--- config.mk ---
export PLATFORM = sky130hd
export DESIGN_NAME = uart_rx
export DESIGN_NICKNAME = d
export VERILOG_FILES = /design/src/rtl/dzuart_pkg.sv /design/src/rtl/uart_rx_sync.sv /design/src/rtl/uart_rx.sv
export SDC_FILE = /design/constraint.sdc
export NUM_CORES = 1
export LEC_CHECK = 0
export CORE_MARGIN = 2
export CORE_UTILIZATION = 51
export DETAILED_ROUTE_END_ITERATION = 10
export MAX_ROUTING_LAYER = met4
export PLACE_DENSITY_LB_ADDON = 0.25
export REMOVE_ABC_BUFFERS = 1
export SKIP_CTS_REPAIR_TIMING = 1
export SYNTH_ARGS = -nofsm -noshare
export SYNTH_HDL_FRONTEND = slang
export SYNTH_HIERARCHICAL = 1
export SYNTH_SLANG_ARGS = --single-unit
--- constraint.sdc ---
create_clock -name clk -period 5.65 [get_ports clk]
set_input_delay 1.13 -clock clk [delete_from_list [all_inputs] [get_ports clk]]
set_output_delay 1.13 -clock clk [all_outputs]
set_load 0.05 [all_outputs]
--- src/rtl/dzuart_pkg.sv ---
// Shared DZ11 UART definitions: line-parameter encodings, baud-rate selects,
// receiver state encoding and small helpers for the character path.
package dzuart_pkg;

  typedef enum logic [1:0] {
    LEN_5 = 2'b00,
    LEN_6 = 2'b01,
    LEN_7 = 2'b10,
    LEN_8 = 2'b11
  } char_len_e;

  localparam logic PAR_ODD  = 1'b0;
  localparam logic PAR_EVEN = 1'b1;

  typedef enum logic [3:0] {
    BAUD_50    = 4'd0,
    BAUD_75    = 4'd1,
    BAUD_110   = 4'd2,
    BAUD_134_5 = 4'd3,
    BAUD_150   = 4'd4,
    BAUD_300   = 4'd5,
    BAUD_600   = 4'd6,
    BAUD_1200  = 4'd7,
    BAUD_1800  = 4'd8,
    BAUD_2000  = 4'd9,
    BAUD_2400  = 4'd10,
    BAUD_3600  = 4'd11,
    BAUD_4800  = 4'd12,
    BAUD_7200  = 4'd13,
    BAUD_9600  = 4'd14,
    BAUD_19200 = 4'd15
  } baud_sel_e;

  typedef enum logic [2:0] {
    RX_IDLE   = 3'd0,
    RX_START  = 3'd1,
    RX_DATA   = 3'd2,
    RX_PARITY = 3'd3,
    RX_STOP   = 3'd4,
    RX_BREAK  = 3'd5
  } rx_state_e;

  // Index of the final data bit (0-based) for a given length code.
  function automatic logic [2:0] last_bit_idx(input logic [1:0] length);
    return 3'd4 + {1'b0, length};
  endfunction

  // Bits enter the shift register at the MSB, so a short character sits in
  // the top bits and must be moved down with zero fill.
  function automatic logic [7:0] right_justify(input logic [7:0] sr,
                                               input logic [1:0] length);
    case (char_len_e'(length))
      LEN_5:   return {3'b000, sr[7:3]};
      LEN_6:   return {2'b00, sr[7:2]};
      LEN_7:   return {1'b0, sr[7:1]};
      default: return sr;
    endcase
  endfunction

endpackage

--- src/rtl/uart_rx_sync.sv ---
// Two-flop synchronizer for the asynchronous serial input; resets to the
// idle (marking) level so reset never looks like a start bit.
module uart_rx_sync (
  input  logic clk,
  input  logic rst,
  input  logic d,
  output logic q
);

  logic [1:0] sync_q;

  // NOTE: sequential state uses non-blocking assignments so every flop
  // samples pre-edge values regardless of statement order.
  always_ff @(posedge clk or posedge rst) begin
    if (rst) sync_q <= 2'b11;
    else     sync_q <= {sync_q[0], d};
  end

  assign q = sync_q[1];

endmodule

--- src/rtl/uart_rx.sv ---
// DZ11 per-line serial receiver, 16x oversampled.
// Define UART_RX_MAJORITY_EN for 3-sample majority voting at cnt 6/7/8.
module uart_rx
  import dzuart_pkg::*;
(
  input  logic       clk,
  input  logic       rst,
  input  logic       clken,
  input  logic [1:0] length,
  input  logic       parEN,
  input  logic       parEVEN,
  input  logic       rxd,
  input  logic       clr,
  output logic [7:0] data,
  output logic       full,
  output logic       pare,
  output logic       frme,
  output logic       ovre
);

  logic rxs;

  uart_rx_sync u_sync (
    .clk (clk),
    .rst (rst),
    .d   (rxd),
    .q   (rxs)
  );

  rx_state_e  state_q, state_d;
  logic [3:0] cnt_q;
  logic [2:0] bit_idx_q;
  logic [7:0] shift_q;
  logic       par_bit_q;

  logic       sample, wrap, bit_val;
  logic       load, shift_en, par_cap, bit_inc;
  logic [7:0] character;
  logic       pare_next;

`ifdef UART_RX_MAJORITY_EN
  logic vote6_q, vote7_q;

  always_ff @(posedge clk or posedge rst) begin
    if (rst) begin
      vote6_q <= 1'b1;
      vote7_q <= 1'b1;
    end else if (clken) begin
      if (cnt_q == 4'd6) vote6_q <= rxs;
      if (cnt_q == 4'd7) vote7_q <= rxs;
    end
  end

  assign sample  = clken && (cnt_q == 4'd8);
  assign bit_val = (vote6_q & vote7_q) | (vote6_q & rxs) | (vote7_q & rxs);
`else
  assign sample  = clken && (cnt_q == 4'd7);
  assign bit_val = rxs;
`endif

  assign wrap      = clken && (cnt_q == 4'd15);
  assign character = right_justify(shift_q, length);
  // Error when the total count of ones disagrees with the selected sense.
  assign pare_next = parEN & ((^character) ^ par_bit_q ^ ~parEVEN);

  always_ff @(posedge clk or posedge rst) begin
    if (rst) state_q <= RX_IDLE;
    else     state_q <= state_d;
  end

  // NOTE: every signal driven here gets a default first so no path through
  // the case statement can infer a latch.
  always_comb begin
    state_d  = state_q;
    load     = 1'b0;
    shift_en = 1'b0;
    par_cap  = 1'b0;
    bit_inc  = 1'b0;
    case (state_q)
      RX_IDLE: if (!rxs) state_d = RX_START;
      RX_START: begin
        if (sample && bit_val) state_d = RX_IDLE;
        else if (wrap)         state_d = RX_DATA;
      end
      RX_DATA: begin
        shift_en = sample;
        if (wrap) begin
          if (bit_idx_q == last_bit_idx(length))
            state_d = parEN ? RX_PARITY : RX_STOP;
          else
            bit_inc = 1'b1;
        end
      end
      RX_PARITY: begin
        par_cap = sample;
        if (wrap) state_d = RX_STOP;
      end
      RX_STOP: begin
        // Leave mid-stop-bit so the next start edge is never missed.
        if (sample) begin
          load    = 1'b1;
          state_d = bit_val ? RX_IDLE : RX_BREAK;
        end
      end
      RX_BREAK: if (rxs) state_d = RX_IDLE;
      default:  state_d = RX_IDLE;
    endcase
  end

  always_ff @(posedge clk or posedge rst) begin
    if (rst) begin
      cnt_q     <= 4'd0;
      bit_idx_q <= 3'd0;
      shift_q   <= 8'h00;
      par_bit_q <= 1'b0;
    end else begin
      if (state_q == RX_IDLE || state_q == RX_BREAK) cnt_q <= 4'd0;
      else if (clken)                                cnt_q <= cnt_q + 4'd1;

      if (state_q != RX_DATA) bit_idx_q <= 3'd0;
      else if (bit_inc)       bit_idx_q <= bit_idx_q + 3'd1;

      if (shift_en) shift_q   <= {bit_val, shift_q[7:1]};
      if (par_cap)  par_bit_q <= bit_val;
    end
  end

  // NOTE: the result registers are reset because an aborted frame must
  // present a clean, empty receiver to the silo logic.
  always_ff @(posedge clk or posedge rst) begin
    if (rst) begin
      data <= 8'h00;
      full <= 1'b0;
      pare <= 1'b0;
      frme <= 1'b0;
      ovre <= 1'b0;
    end else if (load) begin
      // A load coinciding with clr wins: the new character stays pending.
      data <= character;
      pare <= pare_next;
      frme <= ~bit_val;
      ovre <= full & ~clr;
      full <= 1'b1;
    end else if (clr) begin
      full <= 1'b0;
    end
  end

endmodule

# == After elaboration in Yosys (flattened, before gate mapping) ==
# Index checks and enable logic that the tools add are counted.
# op_classes
add_sub_neg,3
shift,0
mul,0
div,0
mux,25
eq_ne,18
reduce_logical,11
n_bitwise,7
magnitude_cmp,0
# op_table
op,n
3-bit two-way mux,12
8-bit one-hot mux with 3 select lines,1
3-bit one-hot mux with 6 select lines,1
"2-bit inequality test, second input constant",5
1-bit two-way mux,9
4-bit two-way mux,2
8-bit XOR reduction,1
7-bit AND reduction,1
"3-bit by 2-bit == test with 1-bit output, second input constant",2
"3-bit == test, second input constant",2
2-bit nonzero test,3
"4-bit by 1-bit adder with 4-bit output, second input constant",1
"4-bit by 3-bit == test with 1-bit output, second input constant",1
"4-bit == test, second input constant",1
"3-bit by 1-bit adder with 3-bit output, second input constant",1
"3-bit by 2-bit adder with 3-bit output, first input constant",1
"3-bit by 1-bit == test with 1-bit output, second input constant",1
3-bit == test,1
1-bit logical AND,3
3-bit logical NOT,1
"3-bit by 2-bit inequality test with 1-bit output, second input constant",1
"3-bit inequality test, second input constant",1
1-bit NOT,3
1-bit bitwise AND,2
6 further kinds,7
# totals
rom_bits,0
out_inout_bits,12
ram_bits,0
reg_bits,33
latch_bits,0
elab_cells,75
n_memories,0
input_bits,9

# == Logic depth before layout (Yosys ltp) ==
# logic_depth
depth_word,7
depth_mapped,7
depth_no_buf,6

# == Hierarchy ==
# The synthesis kept the hierarchy.
# modules_own_cells
module,area_per_inst_um2,n_inst,cells_per_inst,seq_area_each_um2
uart_rx,1689.1,1,154,775.7
uart_rx_sync,56.3,1,3,52.6

# == Worst setup path after synthesis ==
# OpenSTA, ideal clock, no wires.
# synth_path
kind,input-to-reg
from,input length[0]
to,register pare
path_stages,6
setup_ns,0.094
slack_ns,2.906
t_arrival_ns,2.650
path_buffers,1
cell_sequence,buf_6 > mux4_2 > xnor2_1 > xnor2_1 > xnor3_1 > o31ai_2
# synth_via
elab_chain_len,6
# synth_rtl
element,line_no,text
from (decl),uart_rx.sv:9,"input logic [1:0] length,"
"2-bit == test, or another cell as far along",dzuart_pkg.sv:52,case (char_len_e'(length))
8-bit one-hot mux with 3 select lines *,dzuart_pkg.sv:52,
8-bit XOR reduction *,uart_rx.sv:64,assign pare_next = parEN & ((^character) ^ par_bit_q ^ ~parEVEN);
1-bit XOR * (2 in a row),uart_rx.sv:64,
1-bit bitwise AND *,uart_rx.sv:64,
to (signal assigned),uart_rx.sv:140,pare <= pare_next;
to (decl),uart_rx.sv:16,"output logic pare,"
# Every way passes the cells marked *; elsewhere a longest branch is shown, timed or not.
# A chain may end at the register's enable or synchronous reset.

# == Final worst setup path ==
# Same ends and word-level chain as after synthesis.

==> results.py <==
metrics = {
    "final_layout": {
        "utilization": 0.614,
        "regArea_um2": 828,
        "final_cell_area_um2": 2030,
        "drive_above_1_share": 0.117,
        "fillerInstances": 299,
        "diodes": 0,
        "nNetsFinal": 189,
        "multiInputGateArea_um2": 862,
        "area_growth_pct": 16.5,
    },
    "detailed_routing": {
        "wire_per_inst_um": 14.0,
        "wl_um": 3150,
        "drc": 0,
        "final_antenna_net_count": 0,
        "via_per_inst": 5.40,
        "dr.pass1.iters": 4,
        "drt_iter0_drc": 43,
        "via_count": 1215,
    },
    "clock_tree": {
        "cts_tree": "built",
        "cts_max_path_buffers": 2,
        "cts.sinks": 33,
        "clkSlewWorstSetupHoldPaths_ns": 0.10,
        "htreeDepth": 2,
        "numCtsBuffers": 5,
        "cts-root-buf": "clkbuf_4",
        "clk_latency_ns": 0.33,
    },
    "sta": {
        "worstMarginPinSlew_ns": 0.768,
        "layout_setup_ws_ns": 2.33,
        "rsz0062_at_grt": "false",
        "fin_skew_ns": 0.0151,
        "min_period_over_period": 0.588,
        "setup_violations": 0,
        "fmax_ghz": 0.301,
        "fin_crit_ns": 3.32,
        "final_max_slew_viol_count": 0,
        "fin_tns_setup_ns": 0,
        "finalHoldViolCount": 0,
        "max-slew-margin-rel": 0.487,
    },
    "worst_setup_path": {
        "cp_max_fo": 12,
        "worstPathRequired_ns": 5.88,
        "cp_slowest_cell": "clkdlybuf4s50_1",
        "arrival_ns": 3.56,
        "start_kind": "primary input",
        "crit_path_end_kind": "flop",
        "critical_path_class": "primary input to flop",
        "r2r-end": "data[1]",
        "reg2reg_depth": 4,
        "r2r-start": "cnt_q[0]",
        "r2r_slack_ns": 3.51,
        "crit_chain": "clkdlybuf4s50_1, mux4_2, xor2_1, xnor2_1, xnor3_1, o31ai_2",
        "cpPeakStageDelay_ns": 0.84,
    },
    "place": {
        "port_buffers": 20,
        "detailedPlace.worstSlack_ns": 1.97,
        "gp_congestion": 0.821,
        "dpl_cell_area_um2": 1970,
        "dp_hpwl_um": 2400,
    },
    "global_route": {
        "antenna_found_initial": 0,
        "grt_usage": 0.194,
        "busiest_layer": "met2",
        "grt_pass1_vias": 1271,
        "grt_max_degree": 22,
        "grt_pass1_wl_um": 5780,
        "globalRoute.totalOverflow": 0,
        "grt_use_met1": 0.218,
        "gr-usage-met3": 0.0559,
        "gr-usage-met2": 0.332,
    },
    "floorplan": {
        "ios": 21,
        "start_util": 0.527,
        "coreArea_um2": 3310,
        "row_count": 21,
        "die_h_um": 62.5,
        "die_x_um": 62.5,
        "dieArea_um2": 3910,
    },
    "power_and_ir_drop": {
        "p_leak_uw": 0.000920,
        "p_comb_frac": 0.231,
        "total_power_uw": 554,
        "power_frac_clock": 0.243,
        "p_per_area_nw_per_um2": 272,
        "switchingPower_uw": 175,
        "switching_share": 0.317,
        "power.internal_uw": 379,
        "p_seq_frac": 0.526,
        "ir_worst_vdd_uv": 189,
    },
    "worst_hold_path": {
        "hold_class": "flop to flop",
        "min_to": "u_sync/sync_q[1]",
        "whs_path_depth": 0,
        "hp-start": "u_sync/sync_q[0]",
    },
    "run_status": {
        "status": "finished, final reports clean",
    },
    "synth": {
        "synth_seq_area_share": 0.475,
        "ys.warnings.count": 6,
        "syn_inst": 157,
        "synthesis.area_um2": 1750,
        "synth_cell_type_count": 34,
        "synth_seq_cells": 33,
        "synth_edf_count": 0,
        "syn_area_per_cell_um2": 11.1,
        "synth_ff_type": "dfrtp_1",
        "async_flop_share": 1.00,
    },
    "flow_run": {
        "cap_violations": 0,
    },
}
## registers in the layout, summed over array words and instances (netlist names)
name / cells
ovre: 1
par_bit_q: 1
full: 1
data: 8
cnt_q: 4
frme: 1
pare: 1
bit_idx_q: 3
state_q: 3
shift_q: 8
u_sync/sync_q: 2
## synthesized netlist by cell type, types with 2 or more instances
master | n | area [um^2]
mux2_1 | 10 | 113
nor2_1 | 13 | 48.8
mux4_2 | 4 | 90.1
nand2_1 | 18 | 67.6
buf_2 | 2 | 10.0
nor2b_1 | 2 | 12.5
xor2_1 | 7 | 61.3
mux2_2 | 6 | 67.6
o21ai_1 | 7 | 35.0
clkbuf_1 | 4 | 15.0
nand3b_1 | 2 | 15.0
nand4_1 | 2 | 12.5
ha_1 | 2 | 25.0
dfrtp_1 | 31 | 776
nand2b_1 | 2 | 12.5
nand3_1 | 4 | 20.0
dfstp_2 | 2 | 52.6
o21ai_0 | 5 | 25.0
a21oi_1 | 3 | 15.0
xnor2_1 | 8 | 70.1
mux2i_1 | 6 | 60.1
inv_1 | 5 | 18.8
## metrics by stage
stage	std cells	hold WS, ns
CTS	225	0.362
global route	225	0.364
finish	225	0.360
floorplan	150	0.345
global placement	217	0.347
detailed placement	217	0.348
## worst max-delay path by stage
stage,startpoint,end,slack [ns],cells after the start
finish,length[0],pare,2.33,6
floorplan,length[0],pare,3.05,5
global placement,length[0],pare,2.07,6
CTS,length[0],pare,2.31,6
detailed placement,length[0],pare,1.97,6
global route,length[0],pare,2.13,6
## critical path, delay by kind of cell
family | cells | cell delay (ns)
buffers and inverters | 1 | 0.84
XOR/XNOR | 3 | 0.78
AO/OA/AOI/OAI | 1 | 0.19
multiplexers | 1 | 0.61
## cells in the final DEF, fill, tap and decap left out, types with 3 or more instances in the layout
| cell | n |
|---|---|
| mux4_2 | 4 |
| mux2i_1 | 6 |
| nand3_1 | 4 |
| mux2_2 | 6 |
| o21ai_0 | 5 |
| xor2_1 | 7 |
| nor2_1 | 13 |
| clkdlybuf4s50_1 | 20 |
| dfrtp_1 | 31 |
| clkbuf_4 | 5 |
| xnor2_1 | 8 |
| nand2_1 | 18 |
| mux2_1 | 10 |
| o21ai_1 | 7 |
| inv_1 | 5 |
| a21oi_1 | 3 |
## logic make-up after synthesis
group / share of synthesized area
flops: 0.475
buf+inv: 0.0315
xor+xnor: 0.0882
mux: 0.189
compound gates: 0.0810
fa+ha+maj: 0.0143
simple gates: 0.121
## area by class of cell
class	instances	share of cell area
Clock buffer	8	0.0289
Tap cell	46	0.0283
Inverter	5	0.00923
Multi-Input combinational cell	112	0.424
Sequential cell	33	0.407
Timing Repair Buffer	21	0.102
## metal layers
layer  vias to the layer above  share of wire
met1                       600           0.41
li1                        589              -
met4                         0          0.016
met5                         -              0
met2                        20           0.54
met3                         6          0.035
## power groups by stage
stage	Combinational, uW	Sequential [uW]	Clock (uW)
2_1_floorplan	99.1	289	0
3_3_place_gp	124	294	0
3_5_place_dp	129	296	0
4_1_cts	130	291	140
5_1_grt	148	297	150
6_report	128	291	135
No activity file was read; power rests on OpenSTA's default activity.
